==> src/rtl/fetch_pkg.sv <==
// Shared constants and FIFO entry type for the instruction fetch unit.
// FETCH_PREDECODE_EN adds per-entry predecode flags to the entry type.
package fetch_pkg;

  localparam int XLEN = 64;

  localparam logic [6:0] OPC_LOAD  = 7'b0000011;
  localparam logic [6:0] OPC_STORE = 7'b0100011;
  localparam logic [6:0] OPC_OP    = 7'b0110011;
  localparam logic [6:0] OPC_OPIMM = 7'b0010011;

`ifdef FETCH_PREDECODE_EN
  typedef struct packed {
    logic is_load;
    logic is_store;
    logic is_alu;
    logic illegal;
  } pdec_t;

  function automatic pdec_t predecode(input logic [31:0] w);
    pdec_t p;
    p.is_load  = (w[6:0] == OPC_LOAD);
    p.is_store = (w[6:0] == OPC_STORE);
    p.is_alu   = (w[6:0] == OPC_OP) || (w[6:0] == OPC_OPIMM);
    p.illegal  = (w[1:0] != 2'b11) || !(p.is_load || p.is_store || p.is_alu);
    return p;
  endfunction
`endif

  typedef struct packed {
    logic [31:0]     instr;
    logic [XLEN-1:0] pc;
`ifdef FETCH_PREDECODE_EN
    pdec_t           pd;
`endif
  } entry_t;

endpackage

==> src/rtl/instr_fetch_if.sv <==
// Instruction memory, decoder and redirect signals of the fetch unit.
// FETCH_PREDECODE_EN adds the predecode flag outputs.
interface instr_fetch_if #(parameter int XLEN = 64);
  logic            imem_en;
  logic [XLEN-1:0] imem_addr;
  logic [31:0]     imem_rdata;
  logic            instr_valid;
  logic [31:0]     instr;
  logic [XLEN-1:0] instr_pc;
  logic            instr_ready;
  logic            redirect_valid;
  logic [XLEN-1:0] redirect_pc;
`ifdef FETCH_PREDECODE_EN
  logic            instr_is_load;
  logic            instr_is_store;
  logic            instr_is_alu;
  logic            instr_illegal;
`endif

  modport master (
    input  imem_rdata, instr_ready, redirect_valid, redirect_pc,
`ifdef FETCH_PREDECODE_EN
    output instr_is_load, instr_is_store, instr_is_alu, instr_illegal,
`endif
    output imem_en, imem_addr, instr_valid, instr, instr_pc
  );

  modport slave (
    output imem_rdata, instr_ready, redirect_valid, redirect_pc,
`ifdef FETCH_PREDECODE_EN
    input  instr_is_load, instr_is_store, instr_is_alu, instr_illegal,
`endif
    input  imem_en, imem_addr, instr_valid, instr, instr_pc
  );
endinterface

==> src/rtl/fetch_fifo.sv <==
// Prefetch FIFO with a registered head copy; flush empties it in one cycle.
module fetch_fifo #(
  parameter int  DEPTH = 4,
  parameter type T     = logic,
  localparam int AW    = $clog2(DEPTH),
  localparam int CW    = $clog2(DEPTH + 1)
) (
  input  logic          clk,
  input  logic          rst_n,
  input  logic          push,
  input  T              wdata,
  input  logic          pop,
  input  logic          flush,
  output logic [CW-1:0] count,
  output T              head,
  output logic          head_vld
);

  T               mem [DEPTH];
  logic [AW-1:0]  rd_ptr, wr_ptr, rd_nxt;
  logic [CW-1:0]  rest, count_nxt;
  T               head_nxt;

  // Entries left after the pop decide whether the new head comes from
  // storage or is the word being pushed right now.
  always_comb begin
    rd_nxt    = rd_ptr + AW'(pop);
    rest      = count - CW'(pop);
    count_nxt = rest + CW'(push);
    head_nxt  = head;
    if (rest != '0)  head_nxt = mem[rd_nxt];
    else if (push)   head_nxt = wdata;
  end

  always_ff @(posedge clk or negedge rst_n) begin
    if (!rst_n) begin
      rd_ptr   <= '0;
      wr_ptr   <= '0;
      count    <= '0;
      head     <= '0;
      head_vld <= 1'b0;
    end else if (flush) begin
      rd_ptr   <= '0;
      wr_ptr   <= '0;
      count    <= '0;
      head_vld <= 1'b0;
    end else begin
      rd_ptr   <= rd_nxt;
      if (push) wr_ptr <= wr_ptr + AW'(1);
      count    <= count_nxt;
      head     <= head_nxt;
      head_vld <= (count_nxt != '0);
    end
  end

  always_ff @(posedge clk) begin
    if (push && !flush) mem[wr_ptr] <= wdata;
  end

`ifndef SYNTHESIS
  a_no_overflow: assert property (@(posedge clk) disable iff (!rst_n)
    push |-> (pop || count < CW'(DEPTH)));
`endif

endmodule

==> src/rtl/instr_fetch.sv <==
// Instruction fetch: PC, request issue to a 1-cycle imem, squash on redirect.
// FETCH_PREDECODE_EN adds load/store/alu/illegal flags aligned with instr.
module instr_fetch #(
  parameter int              XLEN     = fetch_pkg::XLEN,
  parameter logic [XLEN-1:0] RESET_PC = '0,
  parameter int              DEPTH    = 4
) (
  input  logic           clk,
  input  logic           rst_n,
  instr_fetch_if.master  bus
);
  import fetch_pkg::*;

  localparam int CW = $clog2(DEPTH + 1);

  logic [XLEN-1:0] fetch_pc, resp_pc;
  logic            inflight;
  logic [CW-1:0]   count;
  logic [CW:0]     occ;
  logic            pop, push, issue;
  entry_t          wentry, head;
  logic            head_vld;

  assign pop = head_vld & bus.instr_ready;

  // Slots already committed (stored + in flight) after this cycle's pop.
  assign occ   = {1'b0, count} + (CW+1)'(inflight) - (CW+1)'(pop);
  assign issue = rst_n & ~bus.redirect_valid & (occ < (CW+1)'(DEPTH));
  assign push  = inflight & ~bus.redirect_valid;

  assign bus.imem_en   = issue;
  assign bus.imem_addr = fetch_pc;

  always_ff @(posedge clk or negedge rst_n) begin
    if (!rst_n) begin
      fetch_pc <= RESET_PC;
      resp_pc  <= '0;
      inflight <= 1'b0;
    end else begin
      inflight <= issue;
      if (issue) resp_pc <= fetch_pc;
      if (bus.redirect_valid) fetch_pc <= {bus.redirect_pc[XLEN-1:2], 2'b00};
      else if (issue)         fetch_pc <= fetch_pc + XLEN'(4);
    end
  end

  always_comb begin
    wentry       = '0;
    wentry.instr = bus.imem_rdata;
    wentry.pc    = resp_pc;
`ifdef FETCH_PREDECODE_EN
    wentry.pd    = predecode(bus.imem_rdata);
`endif
  end

  fetch_fifo #(.DEPTH(DEPTH), .T(entry_t)) u_fifo (
    .clk      (clk),
    .rst_n    (rst_n),
    .push     (push),
    .wdata    (wentry),
    .pop      (pop),
    .flush    (bus.redirect_valid),
    .count    (count),
    .head     (head),
    .head_vld (head_vld)
  );

  assign bus.instr_valid = head_vld;
  assign bus.instr       = head.instr;
  assign bus.instr_pc    = head.pc;
`ifdef FETCH_PREDECODE_EN
  assign bus.instr_is_load  = head.pd.is_load;
  assign bus.instr_is_store = head.pd.is_store;
  assign bus.instr_is_alu   = head.pd.is_alu;
  assign bus.instr_illegal  = head.pd.illegal;
`endif

endmodule

==> src/flat_wrapper.sv <==
// flat-port wrapper written by rule: the top's interface ports become plain ports
module instr_fetch_flat import fetch_pkg::*;
#(
  parameter int              XLEN     = fetch_pkg::XLEN,
  parameter logic [XLEN-1:0] RESET_PC = '0,
  parameter int              DEPTH    = 4
)
  (clk, rst_n, bus_imem_rdata, bus_instr_ready, bus_redirect_valid, bus_redirect_pc, bus_imem_en, bus_imem_addr, bus_instr_valid, bus_instr, bus_instr_pc);
  instr_fetch_if #(.XLEN(XLEN)) bus_i ();
  input  logic clk;
  input  logic rst_n;
  input wire logic [$bits(bus_i.imem_rdata)-1:0] bus_imem_rdata;
  input wire logic [$bits(bus_i.instr_ready)-1:0] bus_instr_ready;
  input wire logic [$bits(bus_i.redirect_valid)-1:0] bus_redirect_valid;
  input wire logic [$bits(bus_i.redirect_pc)-1:0] bus_redirect_pc;
  output wire logic [$bits(bus_i.imem_en)-1:0] bus_imem_en;
  output wire logic [$bits(bus_i.imem_addr)-1:0] bus_imem_addr;
  output wire logic [$bits(bus_i.instr_valid)-1:0] bus_instr_valid;
  output wire logic [$bits(bus_i.instr)-1:0] bus_instr;
  output wire logic [$bits(bus_i.instr_pc)-1:0] bus_instr_pc;
  assign bus_i.imem_rdata = bus_imem_rdata;
  assign bus_i.instr_ready = bus_instr_ready;
  assign bus_i.redirect_valid = bus_redirect_valid;
  assign bus_i.redirect_pc = bus_redirect_pc;
  assign bus_imem_en = bus_i.imem_en;
  assign bus_imem_addr = bus_i.imem_addr;
  assign bus_instr_valid = bus_i.instr_valid;
  assign bus_instr = bus_i.instr;
  assign bus_instr_pc = bus_i.instr_pc;
  instr_fetch #(.XLEN(XLEN), .RESET_PC(RESET_PC), .DEPTH(DEPTH)) u_core (.clk(clk), .rst_n(rst_n), .bus(bus_i));
endmodule
==> config.mk <==
export PLATFORM = sky130hd
export DESIGN_NAME = instr_fetch_flat
export DESIGN_NICKNAME = d
export VERILOG_FILES = /design/src/rtl/fetch_pkg.sv /design/src/rtl/instr_fetch_if.sv /design/src/rtl/fetch_fifo.sv /design/src/rtl/instr_fetch.sv /design/src/flat_wrapper.sv
export SDC_FILE = /design/constraint.sdc
export NUM_CORES = 1
export LEC_CHECK = 0
export CAP_MARGIN = 20
export CORE_MARGIN = 1.5
export CORE_UTILIZATION = 55
export DETAILED_ROUTE_END_ITERATION = 6
export GPL_TIMING_DRIVEN = 0
export PLACE_DENSITY = 0.88
export SYNTH_ARGS = -nofsm -noshare
export SYNTH_HDL_FRONTEND = slang
export SYNTH_SLANG_ARGS = --single-unit
export TNS_END_PERCENT = 5
==> constraint.sdc <==
create_clock -name clk -period 7.61 [get_ports clk]
set_input_delay 1.1415 -clock clk [delete_from_list [all_inputs] [get_ports clk]]
set_output_delay 1.1415 -clock clk [all_outputs]
set_load 0.02 [all_outputs]
==> key figures <==
Status
  • Outcome: complete, but fails checks
  • Failing checks: design-rule violations

Pwr
  • Psw: 0.00382 W
  • Part of the power in registers: 0.417
  • Peak supply drop: 268 uV
  • P_int: 0.00760 W
  • Sw Share: 0.334
  • Total power: 0.0114 W
  • Clock power frac: 0.273
  • Power share of the combinational group: 0.310
  • P_leak: 10.6 nW
  • Pwr/cell area: 379 nW/um2

STA
  • Final Hold Viols: 0
  • Final Skew: 31.5 ps
  • Slew Limit Fails: 0
  • Tmin final: 6630 ps
  • Final Setup Violations: 0
  • Tcrit/Tclk final: 0.871
  • RSZ-0062 raised after global routing: false
  • Max-slew headroom: 0.253
  • Least-Margin Pin Slew: 1090 ps
  • Fin Hold WS: 373 ps
  • Max Fclk: 151 MHz

Clocking
  • CTS Hold Bufs: 0
  • Reg clk slew, reported paths: 70 ps
  • Clock buffer depth: 3
  • H-tree levels: 2
  • CTS tree: yes
  • # resized after CTS: 0
  • Setup Fix Bufs, Post-CTS: 0
  • Total CTS buffers: 57
  • CTS Sinks: 603
  • Clk_lat worst skew: 630 ps
  • Clock root buffer: clkbuf_16

Detailed routing
  • Post-DR wirelength/cell: 26.0 um
  • 1st-iter DRT viols: 2005
  • Vias: 16.7k
  • Pre-antenna DRT Iters: 7
  • Via-to-Cell Ratio: 6.48
  • Remaining antenna violation count: 0
  • Drt total wl: 67000 um
  • DRC: 10

Cells and area
  • Sequential Area: 17000 um2
  • Fillers: 2858
  • Fin cells: 2577
  • Synth-to-layout area growth: 22.8%
  • Ratio of cells with drive above 1 in the final layout: 0.152
  • Most common cell after layout, fill and taps aside: edfxtp_1
  • Multi-input gate area: 7100 um2
  • Layout Nets: 2045
  • Commonest cells after routing, fill and taps aside: 376 x edfxtp_1, 254 x clkdlybuf4s50_1, 227 x dfrtp_1

Floorplan
  • Die X: 214 um
  • Die area: 45900 um2
  • Die height: 214 um
  • Num rows: 77
  • Initial Util: 0.557
  • I/O pin cnt: 262
  • Core area: 44100 um2

Placement
  • Placed cell count: 2468
  • Port Buffers: 255
  • Dpl hpwl: 43400 um
  • GP Congestion: 0.967

Critical path
  • Crit path required time: 6470 ps
  • Max FO, Critical Path: 110
  • Arr. time, crit path: 5490 ps
  • Critical path class: in2out
  • Startpoint types: input pin
  • Crit path capture type: output port

Synth
  • Mean Syn Cell Area: 15.2 um2
  • #FFs+latches synth: 603
  • Synth Instances: 1611
  • Prevailing post-synth register cell: edfxtp_1
  • EDFF count, synth: 376
  • Post-synth ARST share: 0.376
  • Synthesized area: 24600 um2
  • Number of library cell types mapped by synthesis: 62
  • Warnings from Yosys: 0
  • Sequential share of the synthesized area: 0.691

Global route
  • Initial antenna violation count: 2
  • Total GRT Usage: 0.291
  • Remaining Overflow, GRT: 0
  • First-pass GRT wire length: 101000 um
  • Vias in the first global route: 16.7k
  • Largest net degree at the start of global routing: 111

Run
  • # Max-Cap Violations: 0

Hold path
  • Worst Hold Class: in2async
## synth_stat cells, types with 14 or more instances
master     number  share of area
o2111ai_1      14         0.0050
inv_1          20         0.0031
clkbuf_1       69          0.011
dfrtp_1       227           0.23
buf_2          18         0.0037
nand3_1        24         0.0049
a21oi_1        97          0.020
o22ai_1        94          0.024
o21ai_0        38         0.0077
edfxtp_1      376           0.46
nand4_1        22         0.0056
mux4_2         94          0.086
nand2_1        78          0.012
xor2_1         19         0.0068
xnor2_1        23         0.0082
mux2_2         56          0.026
nor2_1        131          0.020
o21ai_1        15         0.0031
## final cells by class
type / count / area share
Clock buffer: 69 / 0.0512
Buffer: 106 / 0.0148
Multi-Input combinational cell: 884 / 0.235
Inverter: 21 / 0.00261
Tap cell: 592 / 0.0246
Clock inverter: 39 / 0.0174
Sequential cell: 603 / 0.563
Antenna cell: 1 / 0.0000830
Timing Repair Buffer: 262 / 0.0912
## registers in the layout, summed over array words and instances (netlist names)
| signal | count |
|---|---|
| u_core.u_fifo.rd_ptr | 2 |
| u_core.bus.imem_addr | 62 |
| u_core.u_fifo.wr_ptr | 2 |
| u_core.u_fifo.head | 94 |
| u_core.resp_pc | 62 |
| u_core.u_fifo.head_vld | 1 |
| u_core.u_fifo.mem | 376 |
| u_core.u_fifo.count | 3 |
| u_core.inflight | 1 |
## worst max-delay path: stages
cell	delay [ps]
buf_8	200
buf_16	390
buf_16	420
inv_1	320
nor2_1	810
o21ai_1	500
clkbuf_1	490
inv_1	290
clkdlybuf4s50_1	650
## power groups by stage
stage          clock, W  sequential, W  combinational, W
2_1_floorplan         0        0.00499           0.00176
3_3_place_gp          0        0.00475           0.00337
3_5_place_dp          0        0.00480           0.00347
4_1_cts         0.00314        0.00474           0.00353
5_1_grt         0.00326        0.00482           0.00375
6_report        0.00312        0.00476           0.00354
## cell families after synthesis
family | after synthesis | share of synthesized area
and+or+nand+nor | 350 | 0.0704
buffers and inverters | 127 | 0.0214
xor gates and xnor gates | 42 | 0.0150
DFF | 603 | 0.691
adders and majority gates | 10 | 0.00509
muxes | 158 | 0.115
other | 1 | 0.000153
AOI/OAI and AO/OA | 320 | 0.0820
## per-stage QoR
step	util	worst slack, ps	TNS [ps]	cell area, um2
after floorplan	-	3100	0	24600
after global placement	0.632	-8180	-1766550	27900
after detailed placement	0.637	1330	0	28100
after CTS	0.683	1310	0	30200
after global routing	0.684	1030	0	30200
final	0.684	982	0	30200
## metal layers
metal	global-route usage	part of all wire	routed length, um	vias to the layer above
li1	-	-	-	6906
met1	0.385	0.37	24500	8354
met2	0.457	0.47	31700	1161
met3	0.0702	0.11	7160	281
met4	0.144	0.055	3710	2
met5	0	0.00022	15	-
## path summary, 6_finish.rpt
path,end,cells after the start,from,slack [ps]
worst max-delay path,bus_imem_en,9,rst_n,980
worst min-delay path,u_core.u_fifo.head[90],1,rst_n,370
worst max register to register,u_core.u_fifo.head[80],11,u_core.u_fifo.head_vld,3920
worst min register to register,u_core.u_fifo.head[78],2,u_core.u_fifo.head[78],530
max in group asynchronous,u_core.u_fifo.head[59],3,rst_n,5890
min in group clk,u_core.u_fifo.head[78],2,u_core.u_fifo.head[78],530
Power figures use the tool's default switching activity.
